`src/rtl/alu_seq_divider.sv`:
```
// alu_seq_divider
// ---------------------------------------------------------------------------
// Iterative restoring divider that sits beside the combinational add/sub unit
// and provides UDIV/SDIV. One quotient bit is resolved per clock. Results are
// held on q/r until the next accepted operation completes.
//
// Ports:
//   clk    - rising-edge clock
//   rst_n  - asynchronous active-low reset
//   start  - request, sampled only while idle
//   sign   - 1 = signed (SDIV), 0 = unsigned (UDIV), sampled with start
//   a      - dividend, sampled with start
//   b      - divisor, sampled with start
//   q      - quotient (registered)
//   r      - remainder (registered)
//   busy   - high while an operation is in flight (LOAD/RUN/FIX)
//   done   - one-cycle pulse, q/r valid from this cycle
//
// Optional build macro:
//   ALU_DIV_EARLY_OUT_EN - when defined, the iteration counter is preset to
//   skip the leading zero bits of the dividend magnitude, and a zero dividend
//   magnitude goes straight to FIX. Without it every non-zero divisor takes a
//   fixed WIDTH+2 clocks and no leading-zero logic is built.
// ---------------------------------------------------------------------------
module alu_seq_divider #(
  parameter int WIDTH = 32
) (
  input  logic             clk,
  input  logic             rst_n,
  input  logic             start,
  input  logic             sign,
  input  logic [WIDTH-1:0] a,
  input  logic [WIDTH-1:0] b,
  output logic [WIDTH-1:0] q,
  output logic [WIDTH-1:0] r,
  output logic             busy,
  output logic             done
);

  localparam int CW = $clog2(WIDTH);

  typedef enum logic [1:0] {
    IDLE,
    LOAD,
    RUN,
    FIX
  } state_t;

  state_t r_state;
  state_t w_nextState;

  logic [WIDTH-1:0] r_dividend;
  logic [WIDTH-1:0] r_divisor;
  logic [WIDTH-1:0] r_partRem;
  logic [WIDTH-1:0] r_quot;
  logic [WIDTH-1:0] r_qOut;
  logic [WIDTH-1:0] r_rOut;
  logic             r_sign;
  logic             r_qNeg;
  logic             r_rNeg;
  logic             r_done;
  logic [CW-1:0]    r_count;

  logic [WIDTH-1:0] w_aMag;
  logic [WIDTH-1:0] w_bMag;
  logic             w_aNeg;
  logic             w_bNeg;
  logic             w_divZero;
  logic [WIDTH:0]   w_shifted;
  logic [WIDTH:0]   w_diff;
  logic             w_noBorrow;
  logic [CW-1:0]    w_preset;

  // While in LOAD the operand registers still hold the raw inputs, so these
  // give the operand signs and magnitudes. A min_int magnitude is exactly
  // 2^(WIDTH-1) as an unsigned value, which the datapath handles naturally.
  assign w_aNeg    = r_sign & r_dividend[WIDTH-1];
  assign w_bNeg    = r_sign & r_divisor[WIDTH-1];
  assign w_aMag    = w_aNeg ? (~r_dividend + WIDTH'(1)) : r_dividend;
  assign w_bMag    = w_bNeg ? (~r_divisor + WIDTH'(1)) : r_divisor;
  assign w_divZero = (r_divisor == '0);

  // Trial subtract on the widened partial remainder, using the same
  // a + ~b + 1 form as the adder. The stored remainder is always below the
  // divisor magnitude, so the shifted value is below twice the divisor and
  // the difference always fits in WIDTH+1 signed bits: its top bit is the
  // borrow.
  assign w_shifted  = {r_partRem, r_dividend[r_count]};
  assign w_diff     = w_shifted + ~{1'b0, r_divisor} + (WIDTH + 1)'(1);
  assign w_noBorrow = ~w_diff[WIDTH];

`ifdef ALU_DIV_EARLY_OUT_EN
  logic          w_aZero;
  logic [CW-1:0] w_lead;

  // Index of the highest set bit of the dividend magnitude. Bits above it
  // would only shift zeros into the remainder and zeros into the quotient,
  // so the iteration starts there instead of at the top.
  always_comb begin
    w_lead = '0;
    for (int i = 0; i < WIDTH; i++) begin
      if (w_aMag[i]) w_lead = CW'(i);
    end
  end

  assign w_aZero  = (w_aMag == '0);
  assign w_preset = w_lead;
`else
  assign w_preset = CW'(WIDTH - 1);
`endif

  // State register. Reset aborts any operation in flight.
  always_ff @(posedge clk or negedge rst_n) begin
    if (!rst_n) begin
      r_state <= IDLE;
    end else begin
      r_state <= w_nextState;
    end
  end

  // Next-state logic. A zero divisor has nothing to iterate over, so LOAD
  // skips RUN and lets FIX produce q=0, r=a.
  always_comb begin
    w_nextState = r_state;
    case (r_state)
      IDLE: begin
        if (start) w_nextState = LOAD;
      end
      LOAD: begin
        if (w_divZero) begin
          w_nextState = FIX;
`ifdef ALU_DIV_EARLY_OUT_EN
        end else if (w_aZero) begin
          w_nextState = FIX;
`endif
        end else begin
          w_nextState = RUN;
        end
      end
      RUN: begin
        if (r_count == '0) w_nextState = FIX;
      end
      FIX: begin
        w_nextState = IDLE;
      end
      default: begin
        w_nextState = IDLE;
      end
    endcase
  end

  // Output decode. busy covers LOAD/RUN/FIX, so it falls on the same edge
  // that raises done.
  always_comb begin
    busy = (r_state != IDLE);
    done = r_done;
    q    = r_qOut;
    r    = r_rOut;
  end

  // Iteration datapath. IDLE captures the raw operands, LOAD converts them
  // to magnitudes in place and records the result signs, RUN resolves one
  // quotient bit per clock MSB first. For a zero divisor the remainder is
  // seeded with |a| so that FIX restores the dividend's sign and returns a.
  always_ff @(posedge clk or negedge rst_n) begin
    if (!rst_n) begin
      r_dividend <= '0;
      r_divisor  <= '0;
      r_sign     <= 1'b0;
      r_qNeg     <= 1'b0;
      r_rNeg     <= 1'b0;
      r_partRem  <= '0;
      r_quot     <= '0;
      r_count    <= '0;
    end else begin
      case (r_state)
        IDLE: begin
          if (start) begin
            r_dividend <= a;
            r_divisor  <= b;
            r_sign     <= sign;
          end
        end
        LOAD: begin
          r_dividend <= w_aMag;
          r_divisor  <= w_bMag;
          r_qNeg     <= w_aNeg ^ w_bNeg;
          r_rNeg     <= w_aNeg;
          r_quot     <= '0;
          r_partRem  <= w_divZero ? w_aMag : '0;
          r_count    <= w_preset;
        end
        RUN: begin
          r_partRem <= w_noBorrow ? w_diff[WIDTH-1:0] : w_shifted[WIDTH-1:0];
          r_quot    <= {r_quot[WIDTH-2:0], w_noBorrow};
          if (r_count != '0) r_count <= r_count - CW'(1);
        end
        default: begin
        end
      endcase
    end
  end

  // Result registers. They only change in FIX, where the signs are applied
  // and done is pulsed; otherwise they hold the last result.
  always_ff @(posedge clk or negedge rst_n) begin
    if (!rst_n) begin
      r_qOut <= '0;
      r_rOut <= '0;
      r_done <= 1'b0;
    end else begin
      r_done <= (r_state == FIX);
      if (r_state == FIX) begin
        r_qOut <= r_qNeg ? (~r_quot + WIDTH'(1)) : r_quot;
        r_rOut <= r_rNeg ? (~r_partRem + WIDTH'(1)) : r_partRem;
      end
    end
  end

endmodule
```
`config.mk`:
```
export PLATFORM = sky130hd
export DESIGN_NAME = alu_seq_divider
export DESIGN_NICKNAME = d
export VERILOG_FILES = /design/src/rtl/alu_seq_divider.sv
export SDC_FILE = /design/constraint.sdc
export NUM_CORES = 1
export LEC_CHECK = 0
export CORE_AREA = 5 5 242 150
export CTS_CLUSTER_DIAMETER = 150
export DETAILED_ROUTE_END_ITERATION = 7
export DIE_AREA = 0 0 247 155
export PLACE_DENSITY = 0.66
export SYNTH_ARGS = -nofsm -noshare
export SYNTH_HDL_FRONTEND = slang
export SYNTH_SLANG_ARGS = --single-unit
export TNS_END_PERCENT = 1
```
`constraint.sdc`:
```
create_clock -name clk -period 15 [get_ports clk]
set_input_delay 2.25 -clock clk [delete_from_list [all_inputs] [get_ports clk]]
set_output_delay 2.25 -clock clk [all_outputs]
set_load 0.02 [all_outputs]
```
After elaboration in Yosys (flattened, before gate mapping)
Cells that the tools add are included.
{"block": "op_classes", "eq_ne": 7, "n_reduce_logical": 12, "mux": 20, "magnitude_cmp": 1, "bitwise_logic": 9, "addsub": 7}
{"op": "$mux W32", "count": 8}
{"op": "$pmux W32 S2", "count": 4}
{"op": "$add A32 B1 Y32 const B", "count": 4}
{"op": "$not A32 Y32", "count": 4}
{"op": "$add A33 B1 Y33 const B", "count": 1}
{"op": "$add A33 B33 Y33", "count": 1}
{"op": "$not A32 Y33", "count": 1}
{"op": "$logic_not A32 Y1", "count": 1}
{"op": "$pmux W5 S2", "count": 1}
{"op": "$ne A2 B2 Y1 const B", "count": 4}
{"op": "$pmux W2 S4", "count": 1}
{"op": "$reduce_and A2 Y1", "count": 4}
{"op": "$lt A5 B6 Y1 const B", "count": 1}
{"op": "$reduce_bool A2 Y1", "count": 3}
{"op": "$bmux W1 S5", "count": 1}
{"op": "$logic_not A5 Y1", "count": 1}
{"op": "$mux W5", "count": 1}
{"op": "$reduce_bool A5 Y1", "count": 1}
{"op": "$sub A5 B1 Y5 const B", "count": 1}
{"op": "$eq A2 B2 Y1 const B", "count": 2}
{"op": "$mux W2", "count": 2}
{"op": "$reduce_and A3 Y1", "count": 1}
{"op": "$and A1 B1 Y1", "count": 2}
{"op": "$eq A2 B1 Y1 const B", "count": 1}
{"op": "4 further kinds", "count": 5}
{"block": "totals", "elab_cells": 68, "in_bits": 68, "out_inout_bits": 66, "ff_bits": 203}

Longest topological paths before layout
Gate-level depths: netlist of the first run.
{"block": "depth", "ltp_word": 6, "mapped_depth": 17, "mapped_depth_nobuf": 15}

Least setup slack after synthesis of the first run
No wires, ideal clock.
{"block": "synth_path", "kind": "register -> register", "startpoint": "register r_count[0]", "endpoint": "register r_partRem[25]", "n_path_buf": 2, "period_less_slack_ns": 4.759, "path_slack_ns": 10.241, "arrival_ns": 4.665, "path_stages_with_launch": 18, "required_ns": 14.906, "cell_sequence": "dfrtp_1 > clkbuf_1 > mux4_2 > mux4_2 > mux2i_1 > ha_1 > inv_1 > fa_1 > a211oi_1 > o21a_1 > a2111oi_0 > o21ai_0 > a311oi_1 > o21a_1 > nor2_2 > buf_2 > o21ai_0 > a211oi_1"}
{"block": "synth_via", "elab_chain_cells": 6}
{"element": "start: declaration", "line": "62", "source": "logic [CW-1:0] r_count;"}
{"element": "start signal: assignment", "line": "191", "source": "r_count <= w_preset;"}
{"element": "start signal: assignment", "line": "196", "source": "if (r_count != '0) r_count <= r_count - CW'(1);"}
{"element": "$bmux W1 S5", "line": "88", "source": "assign w_shifted = {r_partRem, r_dividend[r_count]};"}
{"element": "$mux W1 (implied by the code)", "line": "88"}
{"element": "$add A33 B33 Y33", "line": "89", "source": "assign w_diff = w_shifted + ~{1'b0, r_divisor} + (WIDTH + 1)'(1);"}
{"element": "$add A33 B1 Y33", "line": "89"}
{"element": "$mux W32", "line": "194", "source": "r_partRem <= w_noBorrow ? w_diff[WIDTH-1:0] : w_shifted[WIDTH-1:0];"}
{"element": "$pmux W32 S2", "line": "176", "source": "case (r_state)"}
{"element": "end signal: assignment", "line": "190", "source": "r_partRem <= w_divZero ? w_aMag : '0;"}
{"element": "end signal: assignment", "line": "194"}
{"element": "end: declaration", "line": "54", "source": "logic [WIDTH-1:0] r_partRem;"}
No other way between the ends. The select of a mux whose other input is x is not followed.
A chain may end at the register's enable or synchronous reset.

Worst setup path after layout of the first run
{"block": "layout_path", "startpoint": "register r_count[0]", "endpoint": "register r_partRem[31]"}
The elaborated chain is that of the path after synthesis.

==> results of run 1 <==
## kinds of logic (layout without fill, tap and decap cells)
| group | count (synthesis) | after routing |
|---|---|---|
| AOI/OAI and AO/OA | 528 | 528 |
| and+or+nand+nor | 440 | 440 |
| DFF | 203 | 203 |
| buffers and inverters | 193 | 274 |
| xor gates and xnor gates | 122 | 122 |
| muxes | 52 | 52 |
| adders and majority gates | 44 | 44 |
## power by group through the flow
stage / clock (uW) / combinational [uW] / sequential [uW]
2_1_floorplan: 0 / 1650 / 1070
3_3_place_gp: 0 / 2400 / 1100
3_5_place_dp: 0 / 2430 / 1110
4_1_cts: 526 / 2440 / 1100
5_1_grt: 546 / 2710 / 1140
6_report: 517 / 2490 / 1110
## metrics by stage
step / worst slack, ns / total power (uW)
global placement: 9.42 / 3490
global route: 8.79 / 4400
CTS: 9.23 / 4070
finish: 9.11 / 4110
floorplan: 10.24 / 2710
detailed placement: 9.23 / 3540
## worst min path at each step
stage / startpoint / to / slack, ns
after floorplan: r_divisor[1] / r_divisor[1] / 0.47
after global placement: r[19] / r[19] / 0.49
final: r[17] / r[17] / 0.51
after detailed placement: r[17] / r[17] / 0.50
after global routing: r[0] / r[0] / 0.52
after CTS: r[17] / r[17] / 0.51
## area by class of cell
class	instances	share of cell area, %
clock buffers	29	3.95
repair buffers	147	9.22
inverters	92	2.21
well taps	467	3.74
clock inverters	6	0.280
multi-input cells	1186	48.1
flip-flops and latches	203	32.5
## placed cells by master, fill, tap and decap left out, types with 12 or more instances in the layout
cell type	n
nor3_1	30
ha_1	40
a31oi_1	23
dfrtp_1	203
nor4_1	20
nor2_1	128
o22ai_1	36
inv_1	92
o41ai_1	12
nand3_1	79
buf_4	14
xor2_1	47
xnor2_1	75
o21ai_0	162
clkbuf_16	22
or3_1	23
clkdlybuf4s50_1	132
a21oi_1	187
nand2_1	99
mux2i_1	24
nand4_1	17
mux2_2	18
o31ai_1	20
a21o_1	14
## routing by layer
| layer | up-vias | GRT usage (%) | part of all wire, % |
|---|---|---|---|
| li1 | 5855 | - | - |
| met1 | 6003 | 35.5 | 48 |
| met2 | 582 | 29.2 | 38 |
| met3 | 59 | 7.95 | 12 |
| met4 | 4 | 4.01 | 1.9 |
| met5 | - | 0 | 0.084 |
## state kept, by name, summed over array words and instances (netlist names)
name        count
r              32
r_state         2
r_rNeg          1
r_count         5
done            1
r_qNeg          1
r_quot         32
r_sign          1
r_divisor      32
q              32
r_dividend     32
r_partRem      32
==> qor.txt, run 1 <==
IO buf count: 133
Initial antenna violation count: 2
DRT Wirelength: 44100 um
H-tree Lvls: 1
R2r startpoint: r_count[0]
Period utilization: 39.2%
Placed insts: 2095
Hold Path Stages: 1
Filler cells: 3323
Worst-skew pair later-pin latency: 0.53 ns
Slew HR: 15.8%
Mean post-synth cell area: 8.39 um2
Post-Synth XOR/XNOR Area: 8.05%
CP top delay family: multiplexers
First-pass GRT wire length: 68100 um
Fmax: 170 MHz
Area after DPL: 0.0150 mm2
Final min period: 5.89 ns
Pwr Density: 263 mW/mm2
Startpoint type of the worst setup path: flip-flop
Arr. time, crit path: 6.25 ns
# IOs: 134
Synth warn: 0
Clock tree buffer depth: 3
Multi-input gate area in the final layout: 0.00751 mm2
P_sw: 2090 uW
Sequential share of the synthesized area: 38.3%
Synth cell types: 64
RSZ-0062 raised after global routing: false
Yosys reg bits: 203
Total CTS buffers: 22
Final setup vio count: 0
Site Rows: 53
GRT Residual Overflow: 0
Sequential share of power: 27.0%
Fin area: 0.0156 mm2
Non-filler cells, final: 2130
EDFF count, synth: 0
Fin util: 45.7%
Worst-margin pin slew: 1.26 ns
Mux cell area share after synthesis: 5.03%
HPWL Detailed: 33000 um
Dominant cell type by area after synthesis: dfrtp_1
Crit path kind: flip-flop to flip-flop
Core Box Area: 0.0342 mm2
Buf/Inv on CP: 1
Syn Inst Count: 1582
TNS Setup: 0 ns
FF+latch area: 0.00508 mm2
Main flop type after synthesis: dfrtp_1
Commonest cells post-synth: 203 x dfrtp_1, 188 x a21oi_1, 163 x o21ai_0
WP data required: 15.36 ns
Fin Hold WS: 0.508 ns
Hold Crit Class: flip-flop to flip-flop
Layout Nets: 1764
Combinational share of power: 60.4%
R2R setup slack: 9.11 ns
Full die area: 0.0383 mm2
Initial drt markers: 1306
Max stage delay on crit path: 1.02 ns
Final Skew: 0.0182 ns
TritonCTS clock tree: built
Clock root buffer: clkbuf_16
CP Cell Sequence: mux4_2, mux4_2, mux2i_1, ha_1, inv_1, fa_1, a211oi_1, o21a_1, a2111oi_0, o21ai_0, a311oi_1, o21a_1, nor2_2, mux2i_1, a31oi_1
Die Height: 155 um
CTS Sinks: 203
Share of cells above drive strength 1: 5.53%
Int Power: 2020 uW
Crit Path Max Fanout: 19
Antenna viol nets, final: 0
Starting Density: 38.9%
ANT cells: 0
Post-synth ARST share: 100%
Final hold vios: 0
CP endpoint kind: flip-flop
Instance count on the critical path: 15
Hold_buf cts: 0
Static Leak: 0.00646 uW
Net Count, Synth: 1694
Top-area cell type share of the netlist area: 38.3%
Setup bufs post-CTS: 0
Routability cong.: 0.967
Post-CTS sizing: 0
Clock slew at reported path FFs: 0.06 ns
Die Wd: 247 um
Synth Area in Adders: 4.20%
Reg2reg end: r_partRem[31]
Clock power frac: 12.6%
Status: complete, no violations
Drc violations: 0
Peak supply drop: 0.000111 V
Total track usage: 22.4%
Routed length per instance: 20.7 um
Main combinational cell family by area after synthesis: compound AO/OA/AOI/OAI gates
Synth Area in Simple Gates: 15.7%
Via count: 12.5k
Depth of the most critical reg-to-reg path: 15
Vias in the first global route: 11.6k
CP max-delay cell: nor2_2
Pin count of the biggest net entering global routing: 103
Number of max-cap violations: 0
Post-synthesis compound-gate area fraction: 23.3%
CP endpoint: r_partRem[31]
Vias/cell: 5.87
Drt first pass iters: 5
Top cells by area, synth: dfrtp_1 38%, a21oi_1 7.1%, o21ai_0 6.1%
CP startpoint: r_count[0]
Synthesized area: 0.0133 mm2
Switching Fraction: 50.8%
Max-slew violations: 0
Layout area overhead: 17.7%
Most common cell in the synthesized netlist: dfrtp_1
Note: power is estimated with default switching activity, not from simulation.
==> run 2, diff against run 1 <==
==> constraint.sdc (replaced) <==
create_clock -name clk -period 5.5 [get_ports clk]
set_input_delay 0.825 -clock clk [delete_from_list [all_inputs] [get_ports clk]]
set_output_delay 0.825 -clock clk [all_outputs]
set_load 0.02 [all_outputs]
==> run 2 against run 1 <==
Compared with the run above: wire length grew 0.93%; maximum frequency increased by 15%; critical path depth increased by 1; setup slack lost 8.7 ns; hold slack worse by 0.12 ns; non-clock buffer count increased by 12; combinational power rose to 2.8 times the previous value; utilization is 0.57 points higher; sequential power grew to 2.7 times the previous value; largest power group unchanged; highest routed layer is now met4.
==> qor.txt, run 2 (same netlist as run 1, synthesis figures left out) <==
Fmax: 196 MHz
Max stage delay on crit path: 0.67 ns
CP max-delay cell: dfrtp_1
CTS Sinks: 203
Depth of the most critical reg-to-reg path: 16
Layout Nets: 1777
GRT Residual Overflow: 0
Max-slew violations: 0
Fin Hold WS: 0.386 ns
Pwr Density: 727 mW/mm2
Clock root buffer: clkbuf_16
Worst-margin pin slew: 1.19 ns
Peak supply drop: 0.000359 V
CP Cell Sequence: mux4_2, mux4_2, mux2i_1, ha_1, inv_1, fa_1, a211oi_1, o21a_1, a2111oi_2, o21ai_0, a311oi_1, or3_1, nand2_1, buf_4, mux2_2, o21ai_0
Die Wd: 247 um
Pin count of the biggest net entering global routing: 116
Period utilization: 92.9%
Most common cell after layout, fill and taps aside: dfrtp_1
Drc violations: 0
Worst-skew pair later-pin latency: 0.53 ns
CP endpoint: r_partRem[0]
H-tree Lvls: 1
Via count: 12.7k
Vias/cell: 5.89
Static Leak: 0.00657 uW
Instance count on the critical path: 16
Post-CTS sizing: 0
Full die area: 0.0383 mm2
CP endpoint kind: flip-flop
Die Height: 155 um
Setup bufs post-CTS: 0
Final setup vio count: 0
Layout area overhead: 19.2%
WP data required: 5.93 ns
Crit Path Max Fanout: 10
Vias in the first global route: 11.4k
Starting Density: 38.9%
Routed length per instance: 20.7 um
TritonCTS clock tree: built
Arr. time, crit path: 5.54 ns
Reg2reg end: r_partRem[0]
Core Box Area: 0.0342 mm2
Total CTS buffers: 23
Total track usage: 22.6%
Clock slew at reported path FFs: 0.06 ns
CP startpoint: r_count[0]
CP top delay family: multiplexers
Drt first pass iters: 6
Share of cells above drive strength 1: 6.54%
Hold_buf cts: 0
HPWL Detailed: 33400 um
R2r startpoint: r_count[0]
Slew HR: 20.3%
Routability cong.: 0.989
Final Skew: 0.0139 ns
Final min period: 5.11 ns
Clock tree buffer depth: 3
DRT Wirelength: 44500 um
Placed insts: 2107
Hold Crit Class: primary input to asynchronous set/reset pin
Crit path kind: flip-flop to flip-flop
Buf/Inv on CP: 2
Initial antenna violation count: 1
Initial drt markers: 1490
Antenna viol nets, final: 0
Filler cells: 3356
Startpoint type of the worst setup path: flip-flop
Non-filler cells, final: 2148
First-pass GRT wire length: 68300 um
Number of max-cap violations: 0
TNS Setup: 0 ns
# IOs: 134
Final hold vios: 0
IO buf count: 133
Commonest cells after routing, fill and taps aside: 203 x dfrtp_1, 187 x a21oi_1, 162 x o21ai_0
R2R setup slack: 0.39 ns
RSZ-0062 raised after global routing: false
Site Rows: 53
Status: complete, no violations
ANT cells: 0
[run 2: worst min path at each step]
stage                       startpoint            to  slack (ns)  cells past startpoint
after floorplan           r_divisor[1]  r_divisor[1]        0.47                      2
after global placement           r[21]         r[21]        0.49                      1
after detailed placement         r[17]         r[17]        0.50                      1
after CTS                        rst_n         r[22]        0.48                      1
after global routing             rst_n         r[24]        0.51                      1
final                            rst_n         r[24]        0.39                      1
[run 2: power by group]
part | internal, uW | switching, uW | leakage, uW
combinational | 2670 | 4280 | 0.00370
sequential | 2130 | 860 | 0.00250
clock | 906 | 654 | 0.000371
total | 5700 | 5790 | 0.00657
[run 2: layout make-up]
cell class / count / area (um2) / share of cell area, %
Clock buffer: 30 / 632 / 3.99
Timing Repair Buffer: 159 / 1540 / 9.75
Sequential cell: 203 / 5080 / 32.1
Multi-Input combinational cell: 1186 / 7520 / 47.5
Tap cell: 467 / 584 / 3.69
Clock inverter: 11 / 115 / 0.728
Inverter: 92 / 345 / 2.18
[run 2: stage by stage]
stage	worst slack [ns]	power (uW)	instance area (um2)	util (%)
2_1_floorplan	0.741	7400	13300	-
3_3_place_gp	0.505	9660	15100	44.1
3_5_place_dp	0.334	9760	15100	44.1
4_1_cts	0.309	11400	15800	46.3
5_1_grt	0.0302	12300	15800	46.3
6_report	0.390	11500	15800	46.3
[run 2: per-layer routing]
metal	wire [um]	global-route usage, %	part of all wire, %
met3	5250	7.38	12
met4	802	4.06	1.8
met2	17000	29.2	38
met1	21500	36.3	48
met5	0	0	0
==> run 3, diff against run 2 <==
--- a/config.mk
+++ b/config.mk
@@ -6,7 +6,7 @@
 export NUM_CORES = 1
 export LEC_CHECK = 0
 export CORE_AREA = 5 5 242 150
-export CTS_CLUSTER_DIAMETER = 150
+export CTS_CLUSTER_DIAMETER = 100
 export DETAILED_ROUTE_END_ITERATION = 7
 export DIE_AREA = 0 0 247 155
 export PLACE_DENSITY = 0.66
==> results of run 3 <==
The final DEF is identical to that of run 2; final timing and power are the same.
==> RTL edit, RTL diff (flow settings as in run 3) <==
Add a define of `ALU_DIV_EARLY_OUT_EN`.
--- a/src/rtl/alu_seq_divider.sv
+++ b/src/rtl/alu_seq_divider.sv
@@ -24,2 +24,4 @@
 // ---------------------------------------------------------------------------
+`define ALU_DIV_EARLY_OUT_EN
+
 module alu_seq_divider #(
Behaviour: not the same (Yosys sat finds a counterexample within 4 cycles, from zero or initial values and one cycle with rst_n low).
==> RTL edit against run 3 <==
Synthesized area grew 11%; routed wire length grew 8.5%; sequential share of layout area shrank 2.2 points; sequential cell count is the same; final area grew 7.2%; die area is the same; clock power shrank 7%; worst setup slack lost 0.11 ns; first-iteration DRC count shrank 1.7%; power grew 6.0%; non-clock buffer count shrank 10.
==> RTL edit: results (changes against run 3) <==
tightest_slew_ns: 1.205  # was 1.191 ns
placed_cells: 2269  # was 2,107
routed_wl_um: 48250  # was 44,460 um
finalHoldViolCount: 0  # unchanged
globalplace.congestion: 0.9985  # was 0.9891
root_buffer: "clkbuf_16"  # unchanged
antenna_found_initial: 0  # was 1
place_area_um2: 16290  # was 15,060 um2
grt_pass1_vias: 12950  # was 11,430
yosys_warnings: 0  # unchanged
synthesis.instances: 1769  # was 1,582
clk_latency_ns: 0.53  # about the same
dp_slack_ns: 0.3264  # was 0.3337 ns
drive_gt1_frac: 0.07341  # was 0.06544
port_buffers: 133  # unchanged
yosysSeqAreaShare: 0.3462  # was 0.3827
grtUsageTotal: 0.2464  # was 0.2261
cp_slowest_stage_delay_ns: 0.77  # was 0.67 ns
synthTopCellsByCount: "dfrtp_1, a21oi_1, o21ai_0"  # unchanged
drtPass1Iterations: 5  # was 6
fill_cells: 3243  # was 3,356
cts_setup_buffers: 0  # unchanged
synth_top_area_share: 0.3462  # was 0.3827
dr.first_iter.drc_count: 1464  # was 1,490
syn_nets: 1882  # was 1,694
synthTopCellsByArea: "dfrtp_1, a21oi_1, o21ai_0"  # unchanged
cellLeakagePower_nw: 6.869  # was 6.567 nW
place_hpwl_um: 35790  # was 33,440 um
status: "finished clean"  # unchanged
grt_max_degree: 107  # was 116
slowest_stage: "dfrtp_1"  # unchanged
grt_first_pass_wirelength_um: 75800  # was 68,320 um
cp_max_fo: 14  # was 10
ir_worst_vdd_mv: 0.2978  # was 0.3586 mV
fin_skew_ns: 0.01102  # was 0.01386 ns
crit_arrival_ns: 5.59  # was 5.54 ns
numCtsBuffers: 22  # was 23
postLayoutCellArea_um2: 16960  # was 15,820 um2
routedWlPerCell_um: 20.91  # was 20.70 um
cp_top_family: "multiplexers"  # unchanged
yosysUniqueCellTypes: 95  # was 64
hold_class: "primary input to asynchronous set/reset pin"  # unchanged
cts_resized: 0  # unchanged
synth_async_sr_flop_share: 1.000  # unchanged
viasPerCell: 6.132  # was 5.892
==> RTL edit: area by class of cell <==
cell class | count | area share
Inverter | 91 | 0.02014
Multi-Input combinational cell | 1359 | 0.5201
Tap cell | 467 | 0.03446
Antenna cell | 1 | 0.0001476
Clock inverter | 7 | 0.004206
Clock buffer | 30 | 0.03483
Timing Repair Buffer | 149 | 0.08656
Sequential cell | 203 | 0.2996
==> RTL edit: logic make-up (layout without fill, tap and decap cells) <==
logic type / count (synthesis) / after routing / share of synthesized area
multiplexers: 37 / 37 / 0.03453
XOR/XNOR: 117 / 117 / 0.07239
buffers and inverters: 207 / 277 / 0.05645
AO/OA/AOI/OAI: 598 / 598 / 0.2556
other: 0 / 1 / 0
adder cells (fa/ha/maj): 45 / 45 / 0.03888
AND/OR/NAND/NOR: 562 / 562 / 0.1959
flip-flops: 203 / 203 / 0.3462
==> RTL edit: worst paths after layout <==
path	start	slack, ns	depth (start not counted)	endpoint
max	r_count[0]	0.28	14	r_partRem[16]
min	rst_n	0.36	1	r[21]
max reg2reg	r_count[0]	0.28	14	r_partRem[16]
min reg2reg	q[30]	0.50	1	q[30]
max in group asynchronous	rst_n	3.97	2	r_dividend[7]
min in group clk	q[30]	0.50	1	q[30]
==> RTL edit: layer usage <==
layer / vias to the layer above / part of all wire / GRT usage
li1: 6563 / - / -
met1: 6818 / 0.49 / 0.4089
met2: 714 / 0.38 / 0.3114
met3: 52 / 0.12 / 0.07212
met4: 0 / 0.014 / 0.03902
met5: - / 0 / 0
==> RTL edit: report_power, final <==
group | internal (mW) | switching [mW]
clock network | 0.799 | 0.649
registers | 2.12 | 1.02
logic | 2.85 | 4.73
total | 5.77 | 6.41
==> RTL edit: worst register-to-register path, cell delays in order (launching register included) <==
cell,delay [ns]
dfrtp_1,0.77
mux4_2,0.62
mux4_2,0.49
mux2i_1,0.23
ha_1,0.25
fa_1,0.22
nor2b_1,0.07
o31ai_1,0.40
a21o_1,0.30
a21oi_1,0.18
or4_1,0.57
nand3_2,0.32
buf_4,0.29
mux2i_1,0.21
o221ai_1,0.12
